--- config.mk ---
export PLATFORM = sky130hd
export DESIGN_NAME = hc595_shift_out
export DESIGN_NICKNAME = d
export VERILOG_FILES = /design/src/rtl/hc595_shift_out.sv
export SDC_FILE = /design/constraint.sdc
export NUM_CORES = 1
export LEC_CHECK = 0
export CORE_MARGIN = 1
export CORE_UTILIZATION = 57
export DETAILED_ROUTE_END_ITERATION = 16
export PLACE_DENSITY_LB_ADDON = 0.25
export SETUP_SLACK_MARGIN = 0.3
export SLEW_MARGIN = 10
export SYNTH_ARGS = -nofsm -noshare
export SYNTH_HDL_FRONTEND = slang
export SYNTH_SLANG_ARGS = --single-unit
--- constraint.sdc ---
create_clock -name clk -period 5.15 [get_ports clk]
set_input_delay 0.7725 -clock clk [delete_from_list [all_inputs] [get_ports clk]]
set_output_delay 0.7725 -clock clk [all_outputs]
set_load 0.05 [all_outputs]
--- src/rtl/hc595_shift_out.sv ---
// Serialises one byte into an external 74HC595 via DS / SH_CP / ST_CP.
// Optional HC595_PENDING_EN adds a 1-deep pending byte chained into the next transfer.
module hc595_shift_out #(
    parameter int CLK_FREQ   = 18_000_000,
    parameter int SHIFT_FREQ = 1_000_000,
    parameter bit MSB_FIRST  = 1'b1
) (
    input  logic       clk,
    input  logic       rst_n,
    input  logic [7:0] data_i,
    input  logic       wr_en,
    output logic       busy,
    output logic       ds_o,
    output logic       shcp_o,
    output logic       stcp_o
);
    localparam int DIV_RAW = CLK_FREQ / (2 * SHIFT_FREQ);
    localparam int DIV     = (DIV_RAW < 1) ? 1 : DIV_RAW;
    localparam int CW      = (DIV > 1) ? $clog2(DIV) : 1;
    localparam logic [CW-1:0] DIV_M1 = CW'(DIV - 1);

    typedef enum logic [2:0] {IDLE, SH_LO, SH_HI, LT_HI, LT_LO} state_t;

    state_t        state_q, state_d;
    logic [CW-1:0] div_q, div_d;
    logic [2:0]    bit_q, bit_d;
    logic [7:0]    shift_q, shift_d;
    logic          busy_q, busy_d;
    logic          ds_q, ds_d;
    logic          shcp_q, shcp_d;
    logic          stcp_q, stcp_d;
    logic          half_done;
    logic          start;
    logic [7:0]    start_byte;

    function automatic logic first_bit(input logic [7:0] b);
        return MSB_FIRST ? b[7] : b[0];
    endfunction

`ifdef HC595_PENDING_EN
    logic [7:0] pend_q, pend_d;
    logic       pend_vld_q, pend_vld_d;
    logic       load_pend;

    always_comb begin
        pend_d     = pend_q;
        pend_vld_d = pend_vld_q;
        // A write arriving while the slot drains still wins the slot (last byte wins).
        if (wr_en && busy_q) begin
            pend_d     = data_i;
            pend_vld_d = 1'b1;
        end else if (load_pend) begin
            pend_vld_d = 1'b0;
        end
    end

    always_ff @(posedge clk or negedge rst_n) begin
        if (!rst_n) begin
            pend_q     <= '0;
            pend_vld_q <= 1'b0;
        end else begin
            pend_q     <= pend_d;
            pend_vld_q <= pend_vld_d;
        end
    end

    assign load_pend  = pend_vld_q && ((state_q == IDLE && !wr_en) ||
                                       (state_q == LT_LO && half_done));
    assign start      = (state_q == IDLE && (wr_en || pend_vld_q)) ||
                        (state_q == LT_LO && half_done && pend_vld_q);
    assign start_byte = (state_q == IDLE && wr_en) ? data_i : pend_q;
`else
    assign start      = (state_q == IDLE) && wr_en;
    assign start_byte = data_i;
`endif

    assign half_done = (div_q == '0);

    always_comb begin
        state_d = state_q;
        div_d   = div_q;
        bit_d   = bit_q;
        shift_d = shift_q;
        busy_d  = busy_q;
        ds_d    = ds_q;
        shcp_d  = shcp_q;
        stcp_d  = stcp_q;

        if (state_q != IDLE)
            div_d = half_done ? DIV_M1 : div_q - CW'(1);

        case (state_q)
            SH_LO: if (half_done) begin
                shcp_d  = 1'b1;
                state_d = SH_HI;
            end
            SH_HI: if (half_done) begin
                shcp_d = 1'b0;
                if (bit_q == 3'd7) begin
                    stcp_d  = 1'b1;
                    ds_d    = 1'b0;
                    state_d = LT_HI;
                end else begin
                    bit_d   = bit_q + 3'd1;
                    shift_d = MSB_FIRST ? {shift_q[6:0], 1'b0} : {1'b0, shift_q[7:1]};
                    ds_d    = MSB_FIRST ? shift_q[6] : shift_q[1];
                    state_d = SH_LO;
                end
            end
            LT_HI: if (half_done) begin
                stcp_d  = 1'b0;
                state_d = LT_LO;
            end
            LT_LO: if (half_done) begin
                busy_d  = 1'b0;
                state_d = IDLE;
            end
            default: ;
        endcase

        // Loading overrides the LT_LO exit so chained transfers keep busy high.
        if (start) begin
            shift_d = start_byte;
            bit_d   = 3'd0;
            ds_d    = first_bit(start_byte);
            shcp_d  = 1'b0;
            busy_d  = 1'b1;
            div_d   = DIV_M1;
            state_d = SH_LO;
        end
    end

    always_ff @(posedge clk or negedge rst_n) begin
        if (!rst_n) begin
            state_q <= IDLE;
            div_q   <= '0;
            bit_q   <= '0;
            shift_q <= '0;
            busy_q  <= 1'b0;
            ds_q    <= 1'b0;
            shcp_q  <= 1'b0;
            stcp_q  <= 1'b0;
        end else begin
            state_q <= state_d;
            div_q   <= div_d;
            bit_q   <= bit_d;
            shift_q <= shift_d;
            busy_q  <= busy_d;
            ds_q    <= ds_d;
            shcp_q  <= shcp_d;
            stcp_q  <= stcp_d;
        end
    end

    assign busy   = busy_q;
    assign ds_o   = ds_q;
    assign shcp_o = shcp_q;
    assign stcp_o = stcp_q;
endmodule

After elaboration in Yosys (flattened, before gate mapping):

Cells that the tools add are included.

* register bits after elaboration: 21
* bits in latches: 0
* RAM bits: 0
* memory bits (read-only): 0
* logic and storage cells: 71
* memories: 0

* $add $sub $neg: 2
* multipliers: 0
* div/mod/pow operators: 0
* $lt $le $gt $ge: 0
* equality and inequality tests: 13
* shift-type cells: 0
* mux-type cells: 31
* bitwise operators: 0
* reductions and logical operators: 17

Operators with widths (number)
* $mux 7: 4
* $mux 3: 9
* $mux 4: 3
* $ne 3x3->1 const B: 4
* $pmux 3 s4: 1
* $mux 1: 11
* $reduce_bool 2->1: 5
* $ne 2x2->1 const B: 4
* $eq 3x2->1 const B: 2
* $eq 3x3->1 const B: 2
* $reduce_and 3->1: 2
* $reduce_bool 3->1: 2
* $reduce_and 5->1: 1
* $reduce_bool 5->1: 1
* $logic_not 4->1: 1
* $pmux 1 s2: 2
* $reduce_and 2->1: 2
* $reduce_and 4->1: 1
* $sub 4x1->4 const B: 1
* $add 3x1->3 const B: 1
* $eq 3x1->1 const B: 1
* $logic_not 3->1: 1
* $mux 2: 1
* $logic_and 1x1->1: 1

Logic depth before layout (Yosys ltp):

Gate-level depths: netlist of the first run.

* depth in word-level cells: 5
* mapped depth: 6
* depth with buffers taken out: 5

Worst setup path before layout of the first run:

OpenSTA, ideal clock, no wires.

* path type: register to register
* from: register bit_q[0]
* to: register bit_q[1]
* setup time: 0.124 ns
* arrival time: 1.621 ns
* required time: 5.026 ns
* slack: 3.406 ns
* cell stages (with the launch flop): 7
* period minus slack after synthesis: 1.744 ns
* cell sequence: dfrtp_1 > ha_1 > ha_1 > or3b_2 > clkbuf_1 > o21ai_1 > a21oi_1

* word-level cells in the longest chain between the ends: 5
* elaborated cells on any way between the ends: 8

Ends and longest elaborated chain
* start, declared: RTL line 26 `logic [2:0] bit_q, bit_d;`
* start signal, assigned: RTL line 146 `bit_q <= bit_d;`
* $add 3x1->3: RTL line 104 `bit_d = bit_q + 3'd1;`
* $mux 3: RTL line 99 `if (bit_q == 3'd7) begin`
* $mux 3: RTL line 97 `SH_HI: if (half_done) begin`
* $mux 3: RTL line 92 `case (state_q)`
* $mux 3: RTL line 122 `if (start) begin`

Several ways; a longest one is shown, not always the timed one. The select of a mux whose other input is x is not followed.
A chain may end at the register's enable or synchronous reset.

Worst setup path in the final report of the first run:

* from: register shcp_q (netlist: shcp_o)
* to: output shcp_o

RTL lines
* start, declared: RTL line 30 `logic shcp_q, shcp_d;`
* start signal, assigned: RTL line 150 `shcp_q <= shcp_d;`
* end, declared: RTL line 14 `output logic shcp_o,`

No word-level cell between the ends.

==> results of run 1 <==
stage by stage:
stage          total power [W]  instances   util  hold slack (ps)  instance area [µm²]
2_1_floorplan         0.000452        121      -              468                 1130
3_3_place_gp          0.000498        151  0.703              492                 1270
3_5_place_dp          0.000516        151  0.703              504                 1270
4_1_cts               0.000600        155  0.719              523                 1290
5_1_grt               0.000637        155  0.719              536                 1290
6_report              0.000598        155  0.719              520                 1290
kinds of logic after synthesis:
kind of cell    count (synthesis)
xor+xnor                        1
buf+inv                        13
compound gates                 45
mux                             1
fa+ha+maj                       4
simple gates                   36
flops                          21
final cells by class:
| type | instances | area (µm²) |
|---|---|---|
| Clock buffer | 3 | 22.5 |
| Clock inverter | 1 | 5.00 |
| Fill cell | 147 | 507 |
| Inverter | 3 | 11.3 |
| Multi-Input combinational cell | 87 | 552 |
| Sequential cell | 21 | 526 |
| Tap cell | 25 | 31.3 |
| Timing Repair Buffer | 15 | 148 |
power breakdown:
part | leakage [nW] | switching, W | internal [W]
Combinational | 0.244 | 0.000109 | 0.0000987
Clock | 0.0177 | 0.0000530 | 0.0000291
Sequential | 0.236 | 0.0000781 | 0.000230
per-layer routing:
metal	share of wire	vias to the layer above	routed length [µm]
li1	-	466	-
met1	0.46	480	1130
met2	0.48	26	1170
met3	0.046	4	113
met4	0.0094	0	23
met5	0	-	0
flip-flops by register name, summed over array words and instances (netlist names):
name	count
shift_q	7
div_q	4
bit_q	3
state_q	3
busy	1
ds_o	1
shcp_o	1
stcp_o	1
how the worst max path moves through the flow:
stage / from / to / cells after the start
final: shcp_o / shcp_o / 1
after global routing: busy / busy / 1
after CTS: shcp_o / shcp_o / 1
after detailed placement: wr_en / ds_o / 4
after global placement: wr_en / ds_o / 4
after floorplan: bit_q[0] / bit_q[1] / 6
layout by cell type, fill, tap and decap left out, types with 2 or more instances in the layout:
cell             Yosys  final
clkbuf_4             0      3
inv_1                3      3
a31oi_1             10     10
dfrtp_1             21     21
clkdlybuf4s50_1      0     14
nand3_1              3      3
or3_1                2      2
nand2_1              5      5
o21ai_0              2      2
nor2b_1              2      2
a21oi_1             13     13
ha_1                 4      4
o21ai_1             15     15
or4b_1               2      2
nor2_1              10     10
==> impl_metrics.json, run 1 <==
{
  "status": "completed",
  "cts.sinks": 21,
  "clk_pin_slew_worst_paths_ps": 120,
  "p_per_area_mw_per_mm2": 462,
  "via_per_inst": 6.30,
  "cts_tree": "built",
  "syn_area_per_cell_um2": 9.35,
  "post-synth-top-count-cell": "dfrtp_1",
  "max_stage_delay_ps": 820,
  "dr.pass1.iters": 4,
  "grt_max_degree": 22,
  "grt_pass1_wl_um": 4040,
  "clock_skew_ps": 5.50,
  "critPathCaptureType": "primary output",
  "n_antenna_cell": 0,
  "ys_seq_area_frac": 0.465,
  "maxCapViolCount": 0,
  "use_met2": 0.408,
  "detail-route-antenna-nets": 0,
  "routedWlPerCell_um": 15.7,
  "fmax_ghz": 0.434,
  "die-area_mm2": 0.00217,
  "synth-simple-area-share": 0.200,
  "pre_cts_ws_ps": 2800,
  "synth_ff_type": "dfrtp_1",
  "drt-total-wl_um": 2440,
  "ys_types": 34,
  "synth_seq_cells": 21,
  "busiest_layer": "met2",
  "synth_top_family_by_area": "compound AO/OA/AOI/OAI gates",
  "synthMuxAreaShare": 0.00885,
  "rsz0062_at_grt": "false",
  "grt.overflow.total": 0,
  "reg2reg_depth": 5,
  "cts_max_level": 1,
  "rows": 15,
  "relSlewSlack": 0.372,
  "track_usage": 0.273,
  "critical_path_class": "reg -> out",
  "setup_viol": 0,
  "start_util": 0.628,
  "drtIter0Drc": 32,
  "cp.arrival_ps": 1530,
  "async_flop_share": 1.00,
  "drive_gt1_frac": 0.0615,
  "synth_area_leaders": "dfrtp_1 46%, o21ai_1 6.6%, a21oi_1 5.8%",
  "antenna_found_initial": 0,
  "crit_family": "buffers and inverters",
  "ys_warn_count": 0,
  "area.growth.synth_to_final_pct": 14.5,
  "worstHoldStart": "div_q[0]",
  "min_period_ps": 2300,
  "gr-usage-met1": 0.379,
  "synth_common_cells": "21 x dfrtp_1, 15 x o21ai_1, 13 x a21oi_1",
  "vias": 976,
  "synth_edf_count": 0,
  "nets": 146,
  "yosysTopAreaCellShare": 0.465,
  "met3_usage": 0.0706,
  "die_w_um": 46.5,
  "cts_hold_buf": 0,
  "crit_buf_inv": 1,
  "required_ps": 4380,
  "insertion_delay_ps": 320,
  "post_cts_resized": 0,
  "worst_slack_ps": 2850,
  "synth_compound_area_frac": 0.227,
  "coreArea_mm2": 0.00180,
  "dp_hpwl_um": 1590,
  "synth-adder-area-share": 0.0442,
  "setup_tns_ps": 0,
  "holdCritPathClass": "reg -> reg",
  "grt_pass1_vias": 869,
  "clock-root-buffer": "clkbuf_4",
  "drc_errors": 0,
  "reg2reg_to": "bit_q[0]",
  "worst_pin_slew_ps": 939,
  "r2r-start": "bit_q[0]",
  "slowest_stage": "clkdlybuf4s50_1",
  "r2r_slack_ps": 3100,
  "finalCritPeriodShare": 0.447,
  "cts_buffers": 3,
  "synth.largest_area_cell": "dfrtp_1",
  "synth.cell_area_mm2": 0.00113,
  "leakage_nw": 0.498,
  "cts_max_path_buffers": 2,
  "synthXorXnorAreaFrac": 0.00774,
  "synth_nets": 136,
  "place_congestion": 0.841,
  "min_to": "div_q[0]",
  "path_cells": "clkdlybuf4s50_1",
  "ios": 15,
  "path_max_fanout": 3,
  "startpoint_type": "flip-flop",
  "synth_cells": 121,
  "post-cts-setup-buffers": 0,
  "timing.final.hold_violations": 0,
  "min_path_cells": 1,
  "ir_drop_uv": 349,
  "die_height_um": 46.5,
  "place.port_buffers": 14,
  "slew_violations": 0
}
No activity file was read; power rests on OpenSTA's default activity.
==> inputs of run 2 (changes only) <==
--- a/config.mk
+++ b/config.mk
@@ -6,7 +6,7 @@
 export NUM_CORES = 1
 export LEC_CHECK = 0
 export CORE_MARGIN = 1
-export CORE_UTILIZATION = 57
+export CORE_UTILIZATION = 53
 export DETAILED_ROUTE_END_ITERATION = 16
 export PLACE_DENSITY_LB_ADDON = 0.25
 export SETUP_SLACK_MARGIN = 0.3
==> constraint.sdc (replaced) <==
create_clock -name clk -period 2.31 [get_ports clk]
set_input_delay 0.3465 -clock clk [delete_from_list [all_inputs] [get_ports clk]]
set_output_delay 0.3465 -clock clk [all_outputs]
set_load 0.05 [all_outputs]
==> run 2 against run 1 <==
Compared with the run above: critical path depth up 4; worst hold slack worse by 150 ps; flip-flop and latch count is the same; count of clock-buffer cells in the layout grew 1; cell area is 2.0% higher; largest cell class unchanged; highest routed layer unchanged.
==> impl_metrics.json, run 2 (synthesis results as in run 1) <==
{
  "setup_tns_ps": 0,
  "rsz0062_at_grt": "false",
  "holdWs_ps": 367,
  "drive_gt1_frac": 0.0752,
  "path_max_fanout": 11,
  "drtIter0Drc": 11,
  "critical_path_class": "reg -> reg",
  "multi_input_area_um2": 554,
  "regMostFlops": "shift_q",
  "routedWlPerCell_um": 14.5,
  "path_cells": "ha_1 -> ha_1 -> or3b_4 -> or3_1 -> a21oi_1",
  "grt_pass1_wl_um": 3420,
  "startpoint_type": "flip-flop",
  "r2r_slack_ps": 440,
  "critPathMostFrequentCell": "ha_1",
  "pre_cts_ws_ps": 330,
  "via_per_inst": 5.96,
  "track_usage": 0.217,
  "post-cts-setup-buffers": 0,
  "seq_power_share": 0.517,
  "p_per_area_mw_per_mm2": 1010,
  "die_height_um": 48.2,
  "layout_commonest_cell": "dfrtp_1",
  "crit_buf_inv": 0,
  "n_antenna_cell": 0,
  "p_total_w": 0.00133,
  "clock_skew_ps": 0.860,
  "worst_slack_ps": 442,
  "cp.arrival_ps": 2110,
  "cts_max_path_buffers": 2,
  "insertion_delay_ps": 310,
  "ios": 15,
  "cts_tree": "built",
  "detail-route-antenna-nets": 0,
  "drc_errors": 0,
  "register_area_um2": 526,
  "required_ps": 2550,
  "slowest_stage": "or3b_4",
  "nets": 149,
  "holdCritPathClass": "in -> async",
  "p_clk_frac": 0.133,
  "finalCritPeriodShare": 0.809,
  "clock-root-buffer": "clkbuf_4",
  "clk_pin_slew_worst_paths_ps": 110,
  "ir_drop_uv": 616,
  "n_fill_cell": 159,
  "dr.pass1.iters": 4,
  "die-area_mm2": 0.00232,
  "grt.overflow.total": 0,
  "drt-total-wl_um": 2320,
  "reg_top3": "shift_q x7, div_q x4",
  "min_period_ps": 1870,
  "place_congestion": 0.793,
  "final_cell_mix": "21 x dfrtp_1, 15 x o21ai_1, 14 x clkdlybuf4s50_1",
  "max_stage_delay_ps": 470,
  "leakage_nw": 0.511,
  "maxCapViolCount": 0,
  "start_util": 0.571,
  "critPathCaptureType": "flip-flop",
  "power_switching_w": 0.000528,
  "status": "completed",
  "rows": 16,
  "crit_family": "simple AND/OR/NAND/NOR gates",
  "power.share.switching": 0.396,
  "place.port_buffers": 14,
  "grt_max_degree": 22,
  "dp_hpwl_um": 1590,
  "cts.sinks": 21,
  "worst_pin_slew_ps": 575,
  "fmax_ghz": 0.535,
  "p_int_w": 0.000805,
  "relSlewSlack": 0.613,
  "die_w_um": 48.2,
  "coreArea_mm2": 0.00198,
  "combPwrFrac": 0.350,
  "grt_pass1_vias": 785,
  "cts_max_level": 1,
  "vias": 954,
  "slew_violations": 0,
  "area.growth.synth_to_final_pct": 16.8,
  "largest_reg_flops": 7,
  "timing.final.hold_violations": 0,
  "antenna_found_initial": 0,
  "cts_buffers": 3,
  "setup_viol": 0
}
run 2: cell count changes in the layout (fill, tap and decap cells not counted), sizes merged:
cell / before / now
clkinv: 1 / 0
buf: 1 / 4
clkbuf: 3 / 4
run 2: cell type report:
| cell class | count | area share |
|---|---|---|
| Timing Repair Buffer | 18 | 0.129 |
| Multi-Input combinational cell | 87 | 0.420 |
| Sequential cell | 21 | 0.398 |
| Inverter | 3 | 0.00852 |
| Clock buffer | 4 | 0.0199 |
| Tap cell | 27 | 0.0256 |
run 2: path summary, 6_finish.rpt:
| path | startpoint | endpoint | depth (start not counted) |
|---|---|---|---|
| setup / recovery | bit_q[0] | bit_q[0] | 5 |
| hold / removal | rst_n | div_q[1] | 2 |
| setup reg to reg | bit_q[0] | bit_q[0] | 5 |
| hold reg to reg | div_q[0] | div_q[0] | 1 |
| max in group asynchronous | rst_n | shcp_o | 2 |
| min in group clk | div_q[0] | div_q[0] | 1 |
run 2: layer usage:
metal | global-route usage | part of all wire | routed length (µm) | vias to the layer above
met1 | 0.296 | 0.47 | 1090 | 458
met4 | 0.100 | 0.020 | 46 | 0
met5 | 0 | 0 | 0 | -
li1 | - | - | - | 470
met3 | 0.0222 | 0.024 | 56 | 5
met2 | 0.347 | 0.49 | 1120 | 21
run 2: power groups by stage:
stage          registers, W  logic [W]  clock network (W)
3_3_place_gp       0.000683   0.000442                  0
4_1_cts            0.000688   0.000468           0.000185
6_report           0.000689   0.000466           0.000177
3_5_place_dp       0.000694   0.000464                  0
5_1_grt            0.000713   0.000516           0.000202
2_1_floorplan      0.000670   0.000338                  0
run 2: repair_timing:
action,CTS,global route
hold buffers,0,0
resized for setup,1,0
endpoints found under the setup margin,1,0
run 2: through the flow:
| step | instances | area (µm²) | util |
|---|---|---|---|
| 4_1_cts | 160 | 1320 | 0.667 |
| 5_1_grt | 160 | 1320 | 0.667 |
| 2_1_floorplan | 121 | 1130 | - |
| 3_5_place_dp | 156 | 1290 | 0.652 |
| 3_3_place_gp | 156 | 1290 | 0.652 |
| 6_report | 160 | 1320 | 0.667 |
